## src/rtl/rtc_bus_arbiter.sv

```systemverilog
// Arbitrates the RTC bus protocol engine among the initialiser, the write/edit machine and
// the read machine, one transaction at a time.
module rtc_bus_arbiter #(
    parameter int unsigned MAX_CONSEC = 4,
    parameter int unsigned TIMEOUT    = 1024,
    parameter int unsigned TW         = 11
) (
    input  logic       clk,
    input  logic       Reset,
    input  logic       req0,
    input  logic       req1,
    input  logic       req2,
    input  logic       wr0,
    input  logic       wr1,
    input  logic       wr2,
    input  logic [7:0] addr0,
    input  logic [7:0] addr1,
    input  logic [7:0] addr2,
    input  logic [7:0] wdata0,
    input  logic [7:0] wdata1,
    input  logic [7:0] wdata2,
    output logic       ack0,
    output logic       ack1,
    output logic       ack2,
    output logic [7:0] rdata,
    output logic       err,
    output logic [1:0] grant,
    output logic       busy,
    output logic       cmd_start,
    output logic       cmd_write,
    output logic [7:0] cmd_addr,
    output logic [7:0] cmd_wdata,
    input  logic       cmd_done,
    input  logic [7:0] cmd_rdata
);

    localparam int unsigned SW = $clog2(MAX_CONSEC + 1);

    typedef enum logic [1:0] {StIdle, StIssue, StWait, StResp} state_e;

    state_e        state_q, state_d;
    logic [1:0]    grant_q, grant_d;
    logic [SW-1:0] starv_q, starv_d;
    logic [TW-1:0] tmo_q, tmo_d;
    logic          abort_q, abort_d;
    logic [2:0]    ack_q, ack_d;
    logic          err_q, err_d;
    logic [7:0]    rdata_q, rdata_d;
    logic [7:0]    cmd_addr_q, cmd_addr_d;
    logic [7:0]    cmd_wdata_q, cmd_wdata_d;
    logic          cmd_write_q, cmd_write_d;
    logic          cmd_start_q, cmd_start_d;
    logic          busy_q, busy_d;
    logic [1:0]    win;

    always_comb begin
        state_d     = state_q;
        grant_d     = grant_q;
        starv_d     = starv_q;
        tmo_d       = tmo_q;
        abort_d     = abort_q;
        ack_d       = 3'b000;
        err_d       = 1'b0;
        rdata_d     = rdata_q;
        cmd_addr_d  = cmd_addr_q;
        cmd_wdata_d = cmd_wdata_q;
        cmd_write_d = cmd_write_q;
        win         = 2'd2;

        // The read machine is forced through once it has been passed over MAX_CONSEC times.
        if (req2 && starv_q == SW'(MAX_CONSEC)) begin
            win = 2'd2;
        end else if (req0) begin
            win = 2'd0;
        end else if (req1) begin
            win = 2'd1;
        end

        unique case (state_q)
            StIdle: begin
                if (!req2) begin
                    starv_d = '0;
                end
                if (req0 || req1 || req2) begin
                    state_d = StIssue;
                    grant_d = win;
                    if (win == 2'd2) begin
                        starv_d = '0;
                    end else if (req2 && starv_q != SW'(MAX_CONSEC)) begin
                        starv_d = starv_q + SW'(1);
                    end
                    case (win)
                        2'd0: begin
                            cmd_addr_d  = addr0;
                            cmd_wdata_d = wdata0;
                            cmd_write_d = wr0;
                        end
                        2'd1: begin
                            cmd_addr_d  = addr1;
                            cmd_wdata_d = wdata1;
                            cmd_write_d = wr1;
                        end
                        default: begin
                            cmd_addr_d  = addr2;
                            cmd_wdata_d = wdata2;
                            cmd_write_d = wr2;
                        end
                    endcase
                end
            end
            StIssue: begin
                tmo_d   = '0;
                state_d = StWait;
            end
            StWait: begin
                if (cmd_done) begin
                    rdata_d = cmd_rdata;
                    ack_d   = 3'b001 << grant_q;
                    state_d = StResp;
                end else if (tmo_q == TW'(TIMEOUT - 1)) begin
                    rdata_d = 8'h00;
                    abort_d = 1'b1;
                    ack_d   = 3'b001 << grant_q;
                    err_d   = 1'b1;
                    state_d = StResp;
                end else begin
                    tmo_d = tmo_q + TW'(1);
                end
            end
            StResp: begin
                abort_d = 1'b0;
                grant_d = 2'b11;
                state_d = StIdle;
            end
            default: state_d = StIdle;
        endcase

        cmd_start_d = (state_d == StIssue);
        busy_d      = (state_d != StIdle);
    end

    always_ff @(posedge clk or posedge Reset) begin
        if (Reset) begin
            state_q     <= StIdle;
            grant_q     <= 2'b11;
            starv_q     <= '0;
            tmo_q       <= '0;
            abort_q     <= 1'b0;
            ack_q       <= 3'b000;
            err_q       <= 1'b0;
            rdata_q     <= 8'h00;
            cmd_addr_q  <= 8'h00;
            cmd_wdata_q <= 8'h00;
            cmd_write_q <= 1'b0;
            cmd_start_q <= 1'b0;
            busy_q      <= 1'b0;
        end else begin
            state_q     <= state_d;
            grant_q     <= grant_d;
            starv_q     <= starv_d;
            tmo_q       <= tmo_d;
            abort_q     <= abort_d;
            ack_q       <= ack_d;
            err_q       <= err_d;
            rdata_q     <= rdata_d;
            cmd_addr_q  <= cmd_addr_d;
            cmd_wdata_q <= cmd_wdata_d;
            cmd_write_q <= cmd_write_d;
            cmd_start_q <= cmd_start_d;
            busy_q      <= busy_d;
        end
    end

    assign ack0      = ack_q[0];
    assign ack1      = ack_q[1];
    assign ack2      = ack_q[2];
    assign err       = err_q;
    assign rdata     = rdata_q;
    assign grant     = grant_q;
    assign busy      = busy_q;
    assign cmd_start = cmd_start_q;
    assign cmd_write = cmd_write_q;
    assign cmd_addr  = cmd_addr_q;
    assign cmd_wdata = cmd_wdata_q;

endmodule

```

## config.mk

```make
export PLATFORM = sky130hd
export DESIGN_NAME = rtc_bus_arbiter
export DESIGN_NICKNAME = d
export VERILOG_FILES = /design/src/rtl/rtc_bus_arbiter.sv
export SDC_FILE = /design/constraint.sdc
export NUM_CORES = 1
export LEC_CHECK = 0
export BUFFER_PORTS_ARGS = -buffer_cell sky130_fd_sc_hd__buf_2
export CAP_MARGIN = 20
export CELL_PAD_IN_SITES_DETAIL_PLACEMENT = 1
export CELL_PAD_IN_SITES_GLOBAL_PLACEMENT = 2
export CORE_AREA = 2 2 105 107
export DETAILED_ROUTE_END_ITERATION = 8
export DIE_AREA = 0 0 107 109
export GPL_ROUTABILITY_DRIVEN = 1
export PLACE_DENSITY_LB_ADDON = 0.1
export SETUP_SLACK_MARGIN = 0.05
export SLEW_MARGIN = 10
export SYNTH_ARGS = -nofsm -noshare
export SYNTH_HDL_FRONTEND = slang
export SYNTH_SLANG_ARGS = --single-unit
```

## constraint.sdc

```tcl
create_clock -name clk -period 2 [get_ports clk]
set_input_delay 0.2 -clock clk [delete_from_list [all_inputs] [get_ports clk]]
set_output_delay 0.2 -clock clk [all_outputs]
set_load 0.02 [all_outputs]
```

==> metrics.md, run 1 <==
| Metric | Value |
|---|---|
| Via count | `2553` |
| Synth Area in Compound Gates | `25.6%` |
| CTS Buf Count | `5` |
| Syn_nets | `359` |
| Pins Over Slew Limit | `0` |
| Total GRT Usage | `14.6%` |
| WP data arrival | `2.02 ns` |
| Setup crit end kind | `flip-flop` |
| Final min period | `1.80 ns` |
| Synthesis-to-finish area growth | `30.6%` |
| VDD IR max | `0.000597 V` |
| Final Hold Fails | `0` |
| Outcome | `completed` |
| Residual DRC count | `0` |
| Post-Route Utilization | `33.1%` |
| Area of all sequential standard cells | `1230 µm²` |
| Flop and latch count out of synthesis | `49` |
| Netlist Area Pre-Place | `2690 µm²` |
| Die Area | `11700 µm²` |
| Max clock buf depth | `2` |
| DP Area | `3380 µm²` |
| I/O pins | `98` |
| NumNets Final | `456` |
| Endpoints failing setup | `0` |
| Yosys warnings | `0` |
| Avg Inst Size Synth | `9.36 µm²` |
| Setup Crit Path Kind | `reg -> reg` |
| Layout cells sized above 1 | `33.5%` |
| Fill cells | `1270` |
| Sequential-to-total area share from yosys stat | `45.7%` |
| Post-synth top area cell | `dfrtp_1` |
| Synth area leaders | `dfrtp_1 44%, o2111ai_1 5.5%, a31oi_1 5.1%, o21a_1 5.0%, nand3_1 4.3%` |
| Synth Instances | `287` |
| Post-synthesis cell type count | `40` |
| Total power | `4.37 mW` |
| Worst r2r path cells | `6` |
| Hold/Removal Path Class | `in -> reg` |
| Final critical-path share of the clock period | `89.8%` |
| Gr ovfl total | `0` |
| Clock-pin slew on the worst setup and hold paths | `0.10 ns` |
| Initial Util | `25.3%` |
| First-pass GRT wire length | `13500 µm` |
| Synth Area in Adders | `3.26%` |
| Async set-reset flop share out of synthesis | `100%` |
| Core ar. | `10600 µm²` |
| Worst-case hold slack | `0.128 ns` |
| Detailed placement HPWL | `6080 µm` |
| Post-route insts no fill | `525` |
| ANT nets after route | `0` |
| Primary FF master, synth | `dfrtp_1` |
| Clk_skew | `0.0105 ns` |
| DP Cell Count | `516` |
| Avg WL per Cell | `15.6 µm` |
| CTS Root Cell | `clkbuf_8` |
| Setup TNS | `0 ns` |
| Initial antenna violation count | `0` |
| Startpoint Class | `flip-flop` |
| Power per cell area | `1250 nW/µm²` |
| Least-Margin Pin Slew | `0.567 ns` |
| CTS tree | `done` |
| Core Rows | `38` |
| DRT Pass-1 Iters | `4` |
| Highest clock rate | `557 MHz` |
| Largest net degree at the start of global routing | `35` |
| Ant. Diodes | `0` |
| Pre-CTS WS | `0.0727 ns` |
| Worst skew pair latency | `0.30 ns` |
| Synth Area in Simple Gates | `20.6%` |
| Post-Route WL | `8190 µm` |
| Die width | `107 µm` |
| Max-Cap Viols | `0` |
| Final setup margin | `0.203 ns` |
| Yosys top cell area share | `43.8%` |
| Final instance area | `3510 µm²` |
| Crit Path Max Fanout | `5` |
| Leakage | `1.57 nW` |
| Chip Height | `109 µm` |
| GPL Wtd Cong | `0.743` |
| Post-synth EDFFs | `0` |
| Multiplexer share of the synthesized area | `0%` |
| Post-Synth XOR/XNOR Area | `0%` |
| Largest family of logic cells by synthesized area | `compound AO/OA/AOI/OAI gates` |
| # clock sinks | `49` |
| WHS Path Cells | `2` |
| RSZ-0062 raised after global routing | `false` |
| Setup Buffers After CTS | `0` |
| H-tree depth | `2` |
| Via density | `4.86` |
| Vias in the first global route | `2628` |
| IO Port Bufs | `97` |
| Data required, critical path | `2.23 ns` |
| Max_slew headroom | `62.1%` |
| DR iter-0 viols | `91` |
| Area of the multi-input gates | `1330 µm²` |
[what timing repair did]
item                                    in CTS  in global routing
hold buffers                                 1                  0
resized for setup                            1                  1
hold endpoints to repair                    21                  0
endpoints found under the setup margin       1                  3
[worst max-delay path: stages, from the launching register on]
cell	delay [ns]
dfrtp_1	0.42
inv_1	0.11
ha_1	0.21
nand2_2	0.10
or4_4	0.53
and4_1	0.22
nor3_2	0.15
[cells by family after synthesis]
kind of cell | after synthesis
AND/OR/NAND/NOR | 101
AO/OA/AOI/OAI | 96
flip-flops | 49
buffers and inverters | 34
adder cells (fa/ha/maj) | 7
[final timing paths]
kind | start | to | slack (ns)
max | state_q[0] | tmo_q[5] | 0.20
min | cmd_rdata[1] | rdata[1] | 0.13
max reg2reg | state_q[0] | tmo_q[5] | 0.20
min reg2reg | cmd_addr[1] | cmd_addr[1] | 0.50
max in group asynchronous | Reset | rdata[7] | 0.85
min in group asynchronous | Reset | tmo_q[5] | 0.50
[cell usage after synthesis (4+ instances only)]
cell,number
a21oi_1,8
clkbuf_1,17
dfrtp_1,47
o31ai_1,4
a22o_1,8
o21ai_0,10
nor2b_1,18
o21a_1,18
ha_1,7
nand3_1,23
nor3_1,5
o2111ai_1,17
a31oi_1,22
nand2_1,28
inv_1,12
nor2_1,8
[where the power goes]
| group | switching [mW] | leakage, nW | internal, mW | total, mW |
|---|---|---|---|---|
| registers | 0.227 | 0.607 | 1.37 | 1.60 |
| clock network | 0.338 | 0.0585 | 0.409 | 0.747 |
| logic | 1.18 | 0.905 | 0.848 | 2.03 |
| total | 1.75 | 1.57 | 2.63 | 4.37 |
[flip-flops by register name, summed over array words and instances (netlist names)]
signal,flops
cmd_addr,8
cmd_start,1
busy,1
err,1
grant,2
tmo_q,11
ack_q,3
cmd_wdata,8
rdata,8
starv_q,3
state_q,2
cmd_write,1
[cells in the final DEF (no fill, tap or decap), drive strengths merged, types with 2 or more instances in the layout]
| cell type | netlist | layout |
|---|---|---|
| a21oi | 8 | 8 |
| a22o | 8 | 8 |
| a31oi | 22 | 22 |
| buf | 5 | 111 |
| clkbuf | 17 | 7 |
| dfrtp | 47 | 47 |
| dfstp | 2 | 2 |
| ha | 7 | 7 |
| inv | 12 | 12 |
| nand2 | 28 | 28 |
| nand3 | 23 | 23 |
| nand4 | 4 | 4 |
| nor2 | 8 | 8 |
| nor2b | 18 | 18 |
| nor3 | 6 | 6 |
| nor3b | 2 | 2 |
| o2111ai | 17 | 17 |
| o21a | 18 | 18 |
| o21ai | 10 | 10 |
| o31a | 3 | 3 |
| o31ai | 4 | 4 |
| o41ai | 2 | 2 |
| or4 | 3 | 3 |
[metal layers]
metal / global-route usage [%] / vias up / share of wire, %
met5: 0 / - / 0
met4: 2.50 / 0 / 0.56
met3: 2.45 / 4 / 2.8
met2: 25.2 / 37 / 48
met1: 19.5 / 1252 / 48
li1: - / 1260 / -
[layout make-up]
| class | instances | share of cell area [%] |
|---|---|---|
| inverter | 12 | 1.28 |
| multi-input combinational | 204 | 38.0 |
| clock buffer | 7 | 2.46 |
| sequential | 49 | 35.0 |
| clock inverter | 1 | 0.855 |
| timing repair buffer | 112 | 17.5 |
| tap | 140 | 4.99 |
Power figures use the tool's default switching activity.
==> run 2, diff against run 1 <==
--- a/config.mk
+++ b/config.mk
@@ -5,16 +5,18 @@
 export SDC_FILE = /design/constraint.sdc
 export NUM_CORES = 1
 export LEC_CHECK = 0
+export ABC_AREA = 1
 export BUFFER_PORTS_ARGS = -buffer_cell sky130_fd_sc_hd__buf_2
 export CAP_MARGIN = 20
 export CELL_PAD_IN_SITES_DETAIL_PLACEMENT = 1
 export CELL_PAD_IN_SITES_GLOBAL_PLACEMENT = 2
-export CORE_AREA = 2 2 105 107
+export CORE_AREA = 2 2 108 110
 export DETAILED_ROUTE_END_ITERATION = 8
-export DIE_AREA = 0 0 107 109
+export DIE_AREA = 0 0 110 112
 export GPL_ROUTABILITY_DRIVEN = 1
 export PLACE_DENSITY_LB_ADDON = 0.1
 export SETUP_SLACK_MARGIN = 0.05
+export SKIP_CTS_REPAIR_TIMING = 1
 export SLEW_MARGIN = 10
 export SYNTH_ARGS = -nofsm -noshare
 export SYNTH_HDL_FRONTEND = slang
==> run 2 against run 1 <==
Compared with the run above: global-route usage decreased by 1.5 points; sequential cell count unchanged; critical path depth up 2; power fell by 0.84%; sequential share of layout area up 0.75 points; clock power up 16%; synthesized cell count up 22%; via count fell by 0.78%; core utilization decreased by 2.4 points; synthesized area shrank 2.0%; first-iteration DRC count fell by 31%; clock-buffer cell count decreased by 2.
==> metrics.md, run 2 <==
| Metric | Value |
|---|---|
| Outcome | `completed` |
| Post-synth top area cell | `dfrtp_1` |
| Synth Instances | `349` |
| Commonest non-fill, non-tap cell in the layout | `nand2_1` |
| Power per cell area | `1260 nW/µm²` |
| Initial Util | `23.6%` |
| Highest clock rate | `579 MHz` |
| Clock-pin slew on the worst setup and hold paths | `0.07 ns` |
| Die Area | `12300 µm²` |
| Fill cells | `1411` |
| Setup crit start | `state_q[0]` |
| Gr ovfl total | `0` |
| Async set-reset flop share out of synthesis | `100%` |
| Largest register FFs | `11` |
| Endpoints failing setup | `0` |
| Core ar. | `11200 µm²` |
| Wl on met1 | `3340 µm` |
| Detailed placement HPWL | `5540 µm` |
| Met3 WL | `397 µm` |
| Max_slew headroom | `69.1%` |
| Hold/Removal Path Class | `in -> reg` |
| Avg WL per Cell | `12.7 µm` |
| Met2 layer wire length in the routed design | `3720 µm` |
| Max layer used | `met4` |
| Synth area leaders | `dfrtp_1 45%, nand2_1 22%, nand3_1 8.0%, inv_1 3.4%, ha_1 3.3%` |
| Post-synth EDFFs | `0` |
| Largest family of logic cells by synthesized area | `simple AND/OR/NAND/NOR gates` |
| Data required, critical path | `2.16 ns` |
| Vias in the first global route | `2702` |
| Die width | `110 µm` |
| Initial antenna violation count | `0` |
| Via count | `2533` |
| Sw Ratio | `43.5%` |
| Post-Synth XOR/XNOR Area | `0.332%` |
| Reg with most FFs | `tmo_q` |
| VDD IR max | `0.000446 V` |
| Leakage | `1.86 nW` |
| CTS tree | `done` |
| RSZ-0062 raised after global routing | `false` |
| Psw | `1.89 mW` |
| DP Cell Count | `582` |
| Least-Margin Pin Slew | `0.463 ns` |
| Clock share of power | `20.0%` |
| GPL Wtd Cong | `0.724` |
| Most numerous cell in the Yosys netlist | `nand2_1` |
| Seq pwr share | `35.7%` |
| IO Port Bufs | `97` |
| Final instance area | `3440 µm²` |
| Yosys top cell area share | `44.6%` |
| R2r startpoint | `state_q[0]` |
| ANT nets after route | `0` |
| Final Hold Fails | `0` |
| Largest net degree at the start of global routing | `32` |
| Synth Area in Compound Gates | `4.65%` |
| DR iter-0 viols | `63` |
| Residual DRC count | `0` |
| Ant. Diodes | `0` |
| Combinational power share | `44.4%` |
| Syn_nets | `421` |
| Clk_skew | `0.00778 ns` |
| Max clock buf depth | `2` |
| DP Area | `3280 µm²` |
| # clock sinks | `49` |
| Multiplexer share of the synthesized area | `0%` |
| Post-Route WL | `7490 µm` |
| Final critical-path share of the clock period | `86.3%` |
| Netlist Area Pre-Place | `2640 µm²` |
| I/O pins | `98` |
| Crit Path Max Fanout | `20` |
| DRT Pass-1 Iters | `4` |
| Synthesis-to-finish area growth | `30.4%` |
| Min-Delay Startpoint | `cmd_rdata[5]` |
| Core Rows | `39` |
| Total GRT Usage | `13.1%` |
| Pins Over Slew Limit | `0` |
| Synth Area in Adders | `3.32%` |
| Synth Area in Simple Gates | `37.8%` |
| Startpoint Class | `flip-flop` |
| WP data arrival | `1.89 ns` |
| Yosys warnings | `0` |
| CTS Buf Count | `5` |
| NumNets Final | `519` |
| Primary FF master, synth | `dfrtp_1` |
| Avg Inst Size Synth | `7.55 µm²` |
| Chip Height | `112 µm` |
| Setup crit end kind | `flip-flop` |
| CTS Root Cell | `clkbuf_16` |
| First-pass GRT wire length | `12900 µm` |
| Flop and latch count out of synthesis | `49` |
| Setup TNS | `0 ns` |
| Internal Dissipation | `2.45 mW` |
| Sequential-to-total area share from yosys stat | `46.6%` |
| Max-Cap Viols | `0` |
| Setup Crit Path Kind | `reg -> reg` |
| H-tree depth | `2` |
| Post-route insts no fill | `591` |
| Final min period | `1.73 ns` |
| Post-synthesis cell type count | `31` |
| Via density | `4.29` |
| Synth top cells by count | `157 x nand2_1, 47 x dfrtp_1, 42 x nand3_1, 24 x inv_1, 14 x nor2_1` |
| Layout cells sized above 1 | `30.4%` |
| Most frequent cells in the layout | `157 x nand2_1, 97 x buf_2, 47 x dfrtp_1` |
| Worst skew pair latency | `0.29 ns` |
-- run 2: power by group through the flow --
stage	registers, mW	clock network, mW	logic [mW]
floorplan	1.86	0	1.00
global placement	1.55	0	1.97
detailed placement	1.57	0	1.96
CTS	1.55	0.918	1.98
global route	1.59	0.960	2.19
finish	1.55	0.866	1.92
-- run 2: kinds of logic after synthesis --
kind of cell | after synthesis
fa+ha+maj | 7
xor+xnor | 1
simple gates | 231
buf+inv | 42
compound gates | 19
flops | 49
-- run 2: layer usage --
layer / track usage, % / up-vias
met5: 0 / -
met2: 22.7 / 57
met1: 16.4 / 1178
met4: 2.78 / 0
met3: 3.16 / 2
li1: - / 1296
-- run 2: area by class of cell --
| class | instances | area, µm² | share of cell area, % |
|---|---|---|---|
| clock inverter | 3 | 26.3 | 0.764 |
| tap | 143 | 179 | 5.21 |
| clock buffer | 5 | 125 | 3.64 |
| sequential | 49 | 1230 | 35.7 |
| timing repair buffer | 104 | 553 | 16.1 |
| inverter | 29 | 109 | 3.17 |
| multi-input combinational | 258 | 1220 | 35.4 |
-- run 2: path summary, 6_finish.rpt --
| path | end | cells after the start | slack [ns] |
|---|---|---|---|
| min | rdata[5] | 3 | 0.14 |
| max in group asynchronous | grant[0] | 4 | 0.93 |
| min in group asynchronous | cmd_wdata[0] | 3 | 0.47 |
| max | tmo_q[0] | 8 | 0.27 |
| min reg2reg | cmd_wdata[7] | 2 | 0.48 |
| max reg2reg | tmo_q[0] | 8 | 0.27 |
-- run 2: per-stage QoR --
step / setup slack (ns) / power, mW / hold slack (ns) / util (%)
after floorplan: 0.584 / 2.86 / 0.348 / -
after global placement: 0.329 / 3.52 / 0.242 / 29.3
after detailed placement: 0.279 / 3.53 / 0.250 / 29.3
after CTS: 0.256 / 4.45 / -0.0660 / 30.7
after global routing: 0.0587 / 4.74 / 0.146 / 30.8
final: 0.274 / 4.33 / 0.142 / 30.8
-- run 2: critical path: stages, from the launching register on --
cell,delay [ns]
dfrtp_1,0.43
inv_1,0.10
ha_1,0.20
inv_1,0.09
nor3_2,0.22
nand3_4,0.12
nand3_2,0.07
buf_4,0.24
o21ai_0,0.12
